`config.mk`:
```
export PLATFORM = sky130hd
export DESIGN_NAME = stage_if_prefetch
export DESIGN_NICKNAME = d
export VERILOG_FILES = /design/src/rtl/stage_if_prefetch.sv
export SDC_FILE = /design/constraint.sdc
export NUM_CORES = 1
export LEC_CHECK = 0
export CAP_MARGIN = 20
export CORE_ASPECT_RATIO = 0.75
export CORE_MARGIN = 2
export CORE_UTILIZATION = 50
export DETAILED_ROUTE_END_ITERATION = 16
export GPL_ROUTABILITY_DRIVEN = 0
export GPL_TIMING_DRIVEN = 1
export HOLD_SLACK_MARGIN = 0.15
export PLACE_DENSITY = 0.81
export SYNTH_ARGS = -nofsm -noshare
export SYNTH_HDL_FRONTEND = slang
export SYNTH_SLANG_ARGS = --single-unit
```
`constraint.sdc`:
```
create_clock -name clk -period 6.5 [get_ports clk]
set_clock_uncertainty 0.2 [all_clocks]
set_input_delay 1.3 -clock clk [delete_from_list [all_inputs] [get_ports clk]]
set_output_delay 1.3 -clock clk [all_outputs]
set_load 0.02 [all_outputs]
```
`src/rtl/stage_if_prefetch.sv`:
```
// Instruction fetch stage: one outstanding memory request feeding a DEPTH-entry prefetch queue.
// Latency: memAck to valid is one edge; request issue is one edge after IDLE with free space.
// Backpressure: freeze holds the head; fetching stops only when the queue is full.
module stage_if_prefetch #(
    parameter int                ADDR_W   = 32,
    parameter int                INST_W   = 32,
    parameter int                DEPTH    = 4,
    parameter logic [ADDR_W-1:0] RESET_PC = '0,
    parameter int                PC_STEP  = 4
) (
    input  logic              clk,
    input  logic              rst,
    input  logic              branchTaken,
    input  logic [ADDR_W-1:0] branchAddr,
    input  logic              freeze,
    output logic              memReq,
    output logic [ADDR_W-1:0] memAddr,
    input  logic              memAck,
    input  logic [INST_W-1:0] memData,
    output logic              valid,
    output logic [ADDR_W-1:0] pc,
    output logic [INST_W-1:0] instruction
);

    localparam int PTR_W = $clog2(DEPTH);
    localparam int CNT_W = PTR_W + 1;

    typedef enum logic [1:0] {
        IDLE = 2'd0,
        WAIT = 2'd1,
        DROP = 2'd2
    } state_t;

    typedef struct packed {
        logic [ADDR_W-1:0] addr;
        logic [INST_W-1:0] inst;
    } entry_t;

    state_t            state;
    logic [ADDR_W-1:0] fetchPc;
    logic [PTR_W-1:0]  rdPtr;
    logic [PTR_W-1:0]  wrPtr;
    logic [CNT_W-1:0]  count;
    entry_t            queue [DEPTH];

    logic   hasSpace;
    logic   doPush;
    logic   doPop;
    entry_t head;

    // A branch wins over both queue operations; only an ack for a live request pushes.
    assign hasSpace = (count < CNT_W'(DEPTH));
    assign doPush   = (state == WAIT) && memAck && !branchTaken;
    assign doPop    = valid && !freeze && !branchTaken;

    assign head        = queue[rdPtr];
    assign valid       = (count != '0);
    assign pc          = valid ? head.addr : '0;
    assign instruction = valid ? head.inst : '0;

    always_ff @(posedge clk) begin
        if (!rst) begin
            state   <= IDLE;
            memReq  <= 1'b0;
            memAddr <= '0;
            fetchPc <= RESET_PC;
            rdPtr   <= '0;
            wrPtr   <= '0;
            count   <= '0;
        end else begin
            case (state)
                IDLE: begin
                    if (!branchTaken && hasSpace) begin
                        memReq  <= 1'b1;
                        memAddr <= fetchPc;
                        state   <= WAIT;
                    end
                end
                WAIT: begin
                    if (memAck) begin
                        memReq <= 1'b0;
                        state  <= IDLE;
                    end else if (branchTaken) begin
                        state <= DROP;
                    end
                end
                DROP: begin
                    if (memAck) begin
                        memReq <= 1'b0;
                        state  <= IDLE;
                    end
                end
                default: begin
                    memReq <= 1'b0;
                    state  <= IDLE;
                end
            endcase

            if (branchTaken) begin
                fetchPc <= branchAddr;
                rdPtr   <= '0;
                wrPtr   <= '0;
                count   <= '0;
            end else begin
                if (doPush) begin
                    wrPtr   <= wrPtr + PTR_W'(1);
                    fetchPc <= fetchPc + ADDR_W'(PC_STEP);
                end
                if (doPop) begin
                    rdPtr <= rdPtr + PTR_W'(1);
                end
                case ({doPush, doPop})
                    2'b10:   count <= count + CNT_W'(1);
                    2'b01:   count <= count - CNT_W'(1);
                    default: count <= count;
                endcase
            end
        end
    end

    // Queue storage carries no reset; count gates everything read from it.
    always_ff @(posedge clk) begin
        if (doPush) begin
            queue[wrPtr] <= '{addr: fetchPc, inst: memData};
        end
    end

endmodule

```
==> summary.md, run 1 <==
| Metric | Value |
|---|---|
| Result of the run | finished clean |
| Synth area leaders | edfxtp_1, dfxtp_1, mux4_2 |
| Post-synth top area share | 58.64% |
| Worst path slowest cell | dfxtp_4 |
| GR Overflow Total | 0 |
| Cell Pwr Density | 269.2 nW/um^2 |
| Chip Height | 144.2 microns |
| Post-cts sizing count | 0 |
| Residual DRC count | 0 |
| CP Capture Type | output port |
| Initial Util | 50.73% |
| Largest net degree at the start of global routing | 69 |
| FP Rows | 51 |
| Post-DR wirelength/cell | 20.55 microns |
| Max-cap violations | 0 |
| Reg2reg setup slack | 3.38 ns |
| Post-synthesis sequential area ratio | 70.24% |
| CP Class | reg -> out |
| Worst-path clk slew | 0.06 ns |
| ANT cells | 0 |
| Port Buffers | 166 |
| Slew headroom | 31.96% |
| Fin. Hold Viols | 0 |
| CP top delay family | buffers and inverters |
| Post-CTS setup buffer count | 0 |
| Layout net count | 1058 |
| RR Endpoint | count[2] |
| Worst-path fanout max | 44 |
| Drt first pass iters | 5 |
| CTS tree | done |
| HPWL after DPL | 17.08 mm |
| Synth Cell Area | 13110 sq um |
| Die X | 191.0 microns |
| Final min period | 4.790 ns |
| Final Util | 62.28% |
| Worst Max-Slew Pin Slew | 1.021 ns |
| Hold Buf Count CTS | 0 |
| Synthesized area per cell | 16.03 sq um |
| Ratio of cells with drive above 1 in the final layout | 13.31% |
| FF+latch count, synth | 332 |
| Placement Cell Area | 15120 sq um |
| Leakage | 5.156 nW |
| Bufs and invs on worst path | 2 |
| Total die area | 27540 sq um |
| Overall power | 4.334 mW |
| DR vias | 7482 |
| H-tree Lvls | 1 |
| Via count of the first global-routing pass | 7304 |
| Distinct cells, synth | 41 |
| Total routed wirelength | 27.61 mm |
| RSZ-0062 raised after global routing | no |
| CTS sink cnt | 332 |
| Syn Inst Count | 818 |
| Final instance area | 16100 sq um |
| Core Area | 25840 sq um |
| Final antenna-violating net count | 0 |
| Critical Path Max Stage Delay | 0.90 ns |
| Fin crit share | 73.69% |
| Worst EP arrival | 3.29 ns |
| Reg2Reg Depth | 9 |
| CP startpoint kind | register |
| Asr flop ratio synth | 0% |
| Reg2reg start | count[2] |
| Number of flops mapped to enable cells by yosys | 256 |
| Cell count after placement | 1290 |
| Cell accounting for the most synthesized area | edfxtp_1 |
| 1st-iter DRT viols | 560 |
| Critical path, cell by cell | buf_4 > mux4_2 > and2_1 > clkdlybuf4s50_1 |
| Clk_lat worst skew | 0.56 ns |
| Required time of the critical path | 5.00 ns |
| Max Freq | 208.8 MHz |
| Hold crit path type | reg -> reg |
| Final Setup Violations | 0 |
| Setup TNS | 0 ns |
| First-pass GRT wire length | 42.31 mm |
| Maximum VDD drop | 0.2172 mV |
| Hold path cells | 2 |
| I/O pin count | 167 |
| Most used DFF post-synth | edfxtp_1 |
| Hold EP | memAddr[17] |
| Root buffer cell | clkbuf_16 |
| Syn_nets | 897 |
| Hold Crit Start | memAddr[17] |
| Max Slew Vio Count | 0 |
| CTS buffer count | 31 |
| YS warnings | 0 |
| Initial antenna violation count | 1 |
| Area added between synthesis and finish | 22.77% |
| Via density per instance | 5.571 |
| Layout Cells excl Fill | 1343 |
| CTS max path bufs | 3 |
| Total Routing Usage GR | 20.42% |
==> routing by layer <==
| layer | vias up | routed length [microns] | global-route usage [%] | share of wire [%] |
|---|---|---|---|---|
| li1 | 3400 | - | - | - |
| met1 | 3724 | 12290 | 30.95 | 45 |
| met2 | 312 | 12540 | 30.80 | 45 |
| met3 | 44 | 2207 | 3.980 | 8.0 |
| met4 | 2 | 556 | 4.651 | 2.0 |
| met5 | - | 11 | 0 | 0.040 |
==> flip-flops by register name (all words and copies together) (netlist names), named ones only <==
signal and cells:
wrPtr 2, memReq 1, count 3, state 2
fetchPc 32, memAddr 32, rdPtr 2, queue 256
==> cell usage in the layout (no fill, tap or decap), types with 2 or more instances in the layout <==
master and instances:
nand4_1 15, clkdlybuf4s50_1 165, a21boi_0 32, mux2i_1 3, and3_4 4, clkbuf_16 31
nand3_1 9, o21ai_0 33, bufinv_16 3, xnor2_1 9, nor2b_1 4, and3_1 3
clkbuf_1 4, mux4_2 64, nor3b_1 3, nor4_4 2, a21oi_1 25, or3_1 2
nor2_1 16, nor4_1 2, edfxtp_1 256, dfxtp_1 74, nand2_1 80, clkinv_2 3
a211oi_1 2, clkinvlp_4 6, clkinv_1 3, buf_4 5, clkinv_4 2, xor2_1 22
ha_1 9, nor3_1 2, dfxtp_4 2, and2_1 73, inv_1 12
==> worst max path at each step <==
stage                            from               to  slack [ns]  cells past startpoint
after floorplan           branchTaken      queue[3][0]        2.50                      4
after global placement       register  instruction[24]        2.26                      4
after detailed placement     register  instruction[12]        2.24                      4
after CTS                    register  instruction[12]        1.62                      4
after global routing         register  instruction[12]        1.46                      4
final                        register  instruction[12]        1.71                      4
==> final cells by class <==
type                    count  area, sq um
clock buffers              35        790.8
multi-input cells         430         3704
flip-flops and latches    332         9216
fillers                  1898         9748
inverters                  12        45.04
repair buffers            172         1722
clock inverters            18        187.7
well taps                 344        430.4
==> logic make-up after synthesis <==
logic type,Yosys count,share of synthesized area (%)
compound gates,97,4.486
xor+xnor,31,2.071
fa+ha+maj,10,1.012
buf+inv,56,1.670
flops,332,70.24
mux,67,11.22
simple gates,225,9.296
==> worst min-delay path: cells and delay by family (launching register included) <==
kind             cells  cell delay (ns)
AO/OA/AOI/OAI        1             0.06
flip-flops           1             0.31
AND/OR/NAND/NOR      1             0.04
==> cell usage after synthesis, types with 3 or more instances <==
library cell  count
edfxtp_1        256
nand2_1          80
dfxtp_1          76
and2_1           73
mux4_2           64
clkbuf_1         37
o21ai_0          33
a21boi_0         32
a21oi_1          25
xor2_1           22
nor2_1           16
nand4_1          15
inv_1            12
ha_1              9
nand3_1           9
xnor2_1           9
and3_1            7
buf_2             7
nor2b_1           4
mux2i_1           3
nor3b_1           3
or3_1             3
==> through the flow <==
stage,setup WS (ns),hold WS [ns]
final,1.710,0.2660
after global routing,1.456,0.2911
after CTS,1.620,0.2684
after detailed placement,2.241,0.2592
after global placement,2.257,0.2552
after floorplan,2.502,0.2649
==> power by group <==
part | switching (mW) | total (mW) | internal (mW)
Sequential | 0.0479 | 2.37 | 2.32
Combinational | 0.108 | 0.212 | 0.103
Clock | 0.761 | 1.75 | 0.991
Total | 0.917 | 4.33 | 3.42
Power figures use the tool's default switching activity.
==> run 2, diff against run 1 <==
==> constraint.sdc (replaced) <==
create_clock -name clk -period 4.65 [get_ports clk]
set_clock_uncertainty 0.2 [all_clocks]
set_input_delay 0.93 -clock clk [delete_from_list [all_inputs] [get_ports clk]]
set_output_delay 0.93 -clock clk [all_outputs]
set_load 0.02 [all_outputs]
==> run 2 against run 1 <==
Final area up 0.72%. Clock-buffer cell count up 8. Worst hold slack better by 0.0015 ns. Combinational power up 39%. Core utilization up 0.45 points. Largest power group unchanged.
==> summary.md, run 2 (synthesis results as in run 1) <==
| Metric | Value |
|---|---|
| Total Routing Usage GR | 21.12% (was 20.42%) |
| 1st-iter DRT viols | 691 (was 560) |
| Worst-path fanout max | 29 (was 44) |
| CP Class | reg -> out (unchanged) |
| Commonest non-fill, non-tap cell in the layout | edfxtp_1 (unchanged) |
| Die X | 191.0 microns (unchanged) |
| Leakage | 5.215 nW (was 5.156 nW) |
| Hold Buf Count CTS | 0 (unchanged) |
| Core Area | 25840 sq um (unchanged) |
| Post-DR wirelength/cell | 20.95 microns (was 20.55 microns) |
| Place WS | 1.110 ns (was 2.241 ns) |
| Worst Max-Slew Pin Slew | 1.083 ns (was 1.021 ns) |
| Layout net count | 1068 (was 1058) |
| CTS sink cnt | 332 (unchanged) |
| FP Rows | 51 (unchanged) |
| CTS max path bufs | 3 (unchanged) |
| Post-CTS setup buffer count | 0 (unchanged) |
| DR vias | 7541 (was 7482) |
| Layout Cells excl Fill | 1355 (was 1343) |
| I/O pin count | 167 (unchanged) |
| Cell count after placement | 1297 (was 1290) |
| Worst path slowest cell | dfxtp_4 (unchanged) |
| Root buffer cell | clkbuf_16 (unchanged) |
| CTS buffer count | 34 (was 31) |
| Initial antenna violation count | 0 (was 1) |
| Residual DRC count | 0 (unchanged) |
| Clk_lat worst skew | 0.52 ns (was 0.56 ns) |
| ANT cells | 0 (unchanged) |
| CP Capture Type | output port (unchanged) |
| Setup TNS | 0 ns (unchanged) |
| Final instance area | 16210 sq um (was 16100 sq um) |
| First-pass GRT wire length | 43.50 mm (was 42.31 mm) |
| RSZ-0062 raised after global routing | no (unchanged) |
| Ratio of cells with drive above 1 in the final layout | 13.45% (was 13.31%) |
| Port Buffers | 166 (unchanged) |
| Final antenna-violating net count | 0 (unchanged) |
| Fin. Hold Viols | 0 (unchanged) |
| Hold crit path type | reg -> reg (unchanged) |
| Drt first pass iters | 5 (unchanged) |
| GR Overflow Total | 0 (unchanged) |
| Slew headroom | 27.79% (was 31.96%) |
| Final WS setup | 0.6616 ns (was 1.710 ns) |
| Total routed wirelength | 28.39 mm (was 27.61 mm) |
| Critical path, cell by cell | buf_4 > mux4_2 > and2_1 > clkdlybuf4s50_1 (unchanged) |
| Critical Path Max Stage Delay | 0.73 ns (was 0.90 ns) |
| Max Freq | 250.7 MHz |
| Final Setup Violations | 0 (unchanged) |
| Via density per instance | 5.565 (was 5.571) |
| CTS tree | done (unchanged) |
| Chip Height | 144.2 microns (unchanged) |
| Fillers | 1879 (was 1898) |
| Total die area | 27540 sq um (unchanged) |
| Maximum VDD drop | 0.2319 mV (was 0.2172 mV) |
| Initial Util | 50.73% (unchanged) |
| Via count of the first global-routing pass | 7573 (was 7304) |
| Hold WS | 0.2676 ns (was 0.2660 ns) |
| Max Slew Vio Count | 0 (unchanged) |
| Result of the run | finished clean (unchanged) |
| Largest net degree at the start of global routing | 69 (unchanged) |
| Worst EP arrival | 2.86 ns (was 3.29 ns) |
| CP top delay family | buffers and inverters (unchanged) |
| Most frequent cells in the layout | edfxtp_1, clkdlybuf4s50_1, nand2_1 (unchanged) |
| Max-cap violations | 0 (unchanged) |
| Required time of the critical path | 3.52 ns (was 5.00 ns) |
| Final Util | 62.73% (was 62.28%) |
| Area added between synthesis and finish | 23.66% (was 22.77%) |
| Top flop regs | queue x256, fetchPc x32, memAddr x32 (unchanged) |
| Fin crit share | 85.77% |
| Cell Pwr Density | 374.7 nW/um^2 (was 269.2 nW/um^2) |
| CP startpoint kind | register (unchanged) |
| Overall power | 6.075 mW (was 4.334 mW) |
| HPWL after DPL | 17.72 mm (was 17.08 mm) |
| Placement Cell Area | 15210 sq um (was 15120 sq um) |
| Bufs and invs on worst path | 2 (unchanged) |
| Post-cts sizing count | 0 (unchanged) |
| Worst-path clk slew | 0.06 ns (about the same) |
| H-tree Lvls | 2 (was 1) |
| Top reg by flops | queue (unchanged) |
| Number of flip-flops under the largest register name | 256 (unchanged) |
| Final min period | 3.988 ns |
run 2: report_power, final:
part | total, mW | switching (mW) | internal [mW]
Clock | 2.47 | 1.06 | 1.41
Sequential | 3.31 | 0.0658 | 3.25
Combinational | 0.295 | 0.152 | 0.143
Total | 6.08 | 1.28 | 4.79
run 2: tightest hold or removal path: cells and delay by family (launching register included):
kind | cells | cell delay [ns]
compound gates | 1 | 0.06
flops | 1 | 0.31
simple gates | 1 | 0.04
run 2: worst paths after layout:
kind	cells past startpoint	startpoint	end	slack (ns)
max	4	register	pc[3]	0.66
min	2	memAddr[4]	memAddr[4]	0.27
max reg2reg	8	count[2]	count[2]	1.40
min reg2reg	2	memAddr[4]	memAddr[4]	0.27
run 2: layout make-up:
type,count,area [sq um],area share [%]
repair buffers,179,1817,11.21
well taps,344,430.4,2.655
clock buffers,43,884.6,5.457
multi-input cells,430,3704,22.84
inverters,12,45.04,0.2778
clock inverters,15,115.1,0.7100
flip-flops and latches,332,9216,56.85
run 2: per-layer routing:
metal	wire, microns	vias up	GRT usage (%)
met5	0	-	0
met4	458	0	4.937
met3	2230	38	3.567
met2	12990	310	33.07
met1	12710	3761	31.27
li1	-	3432	-
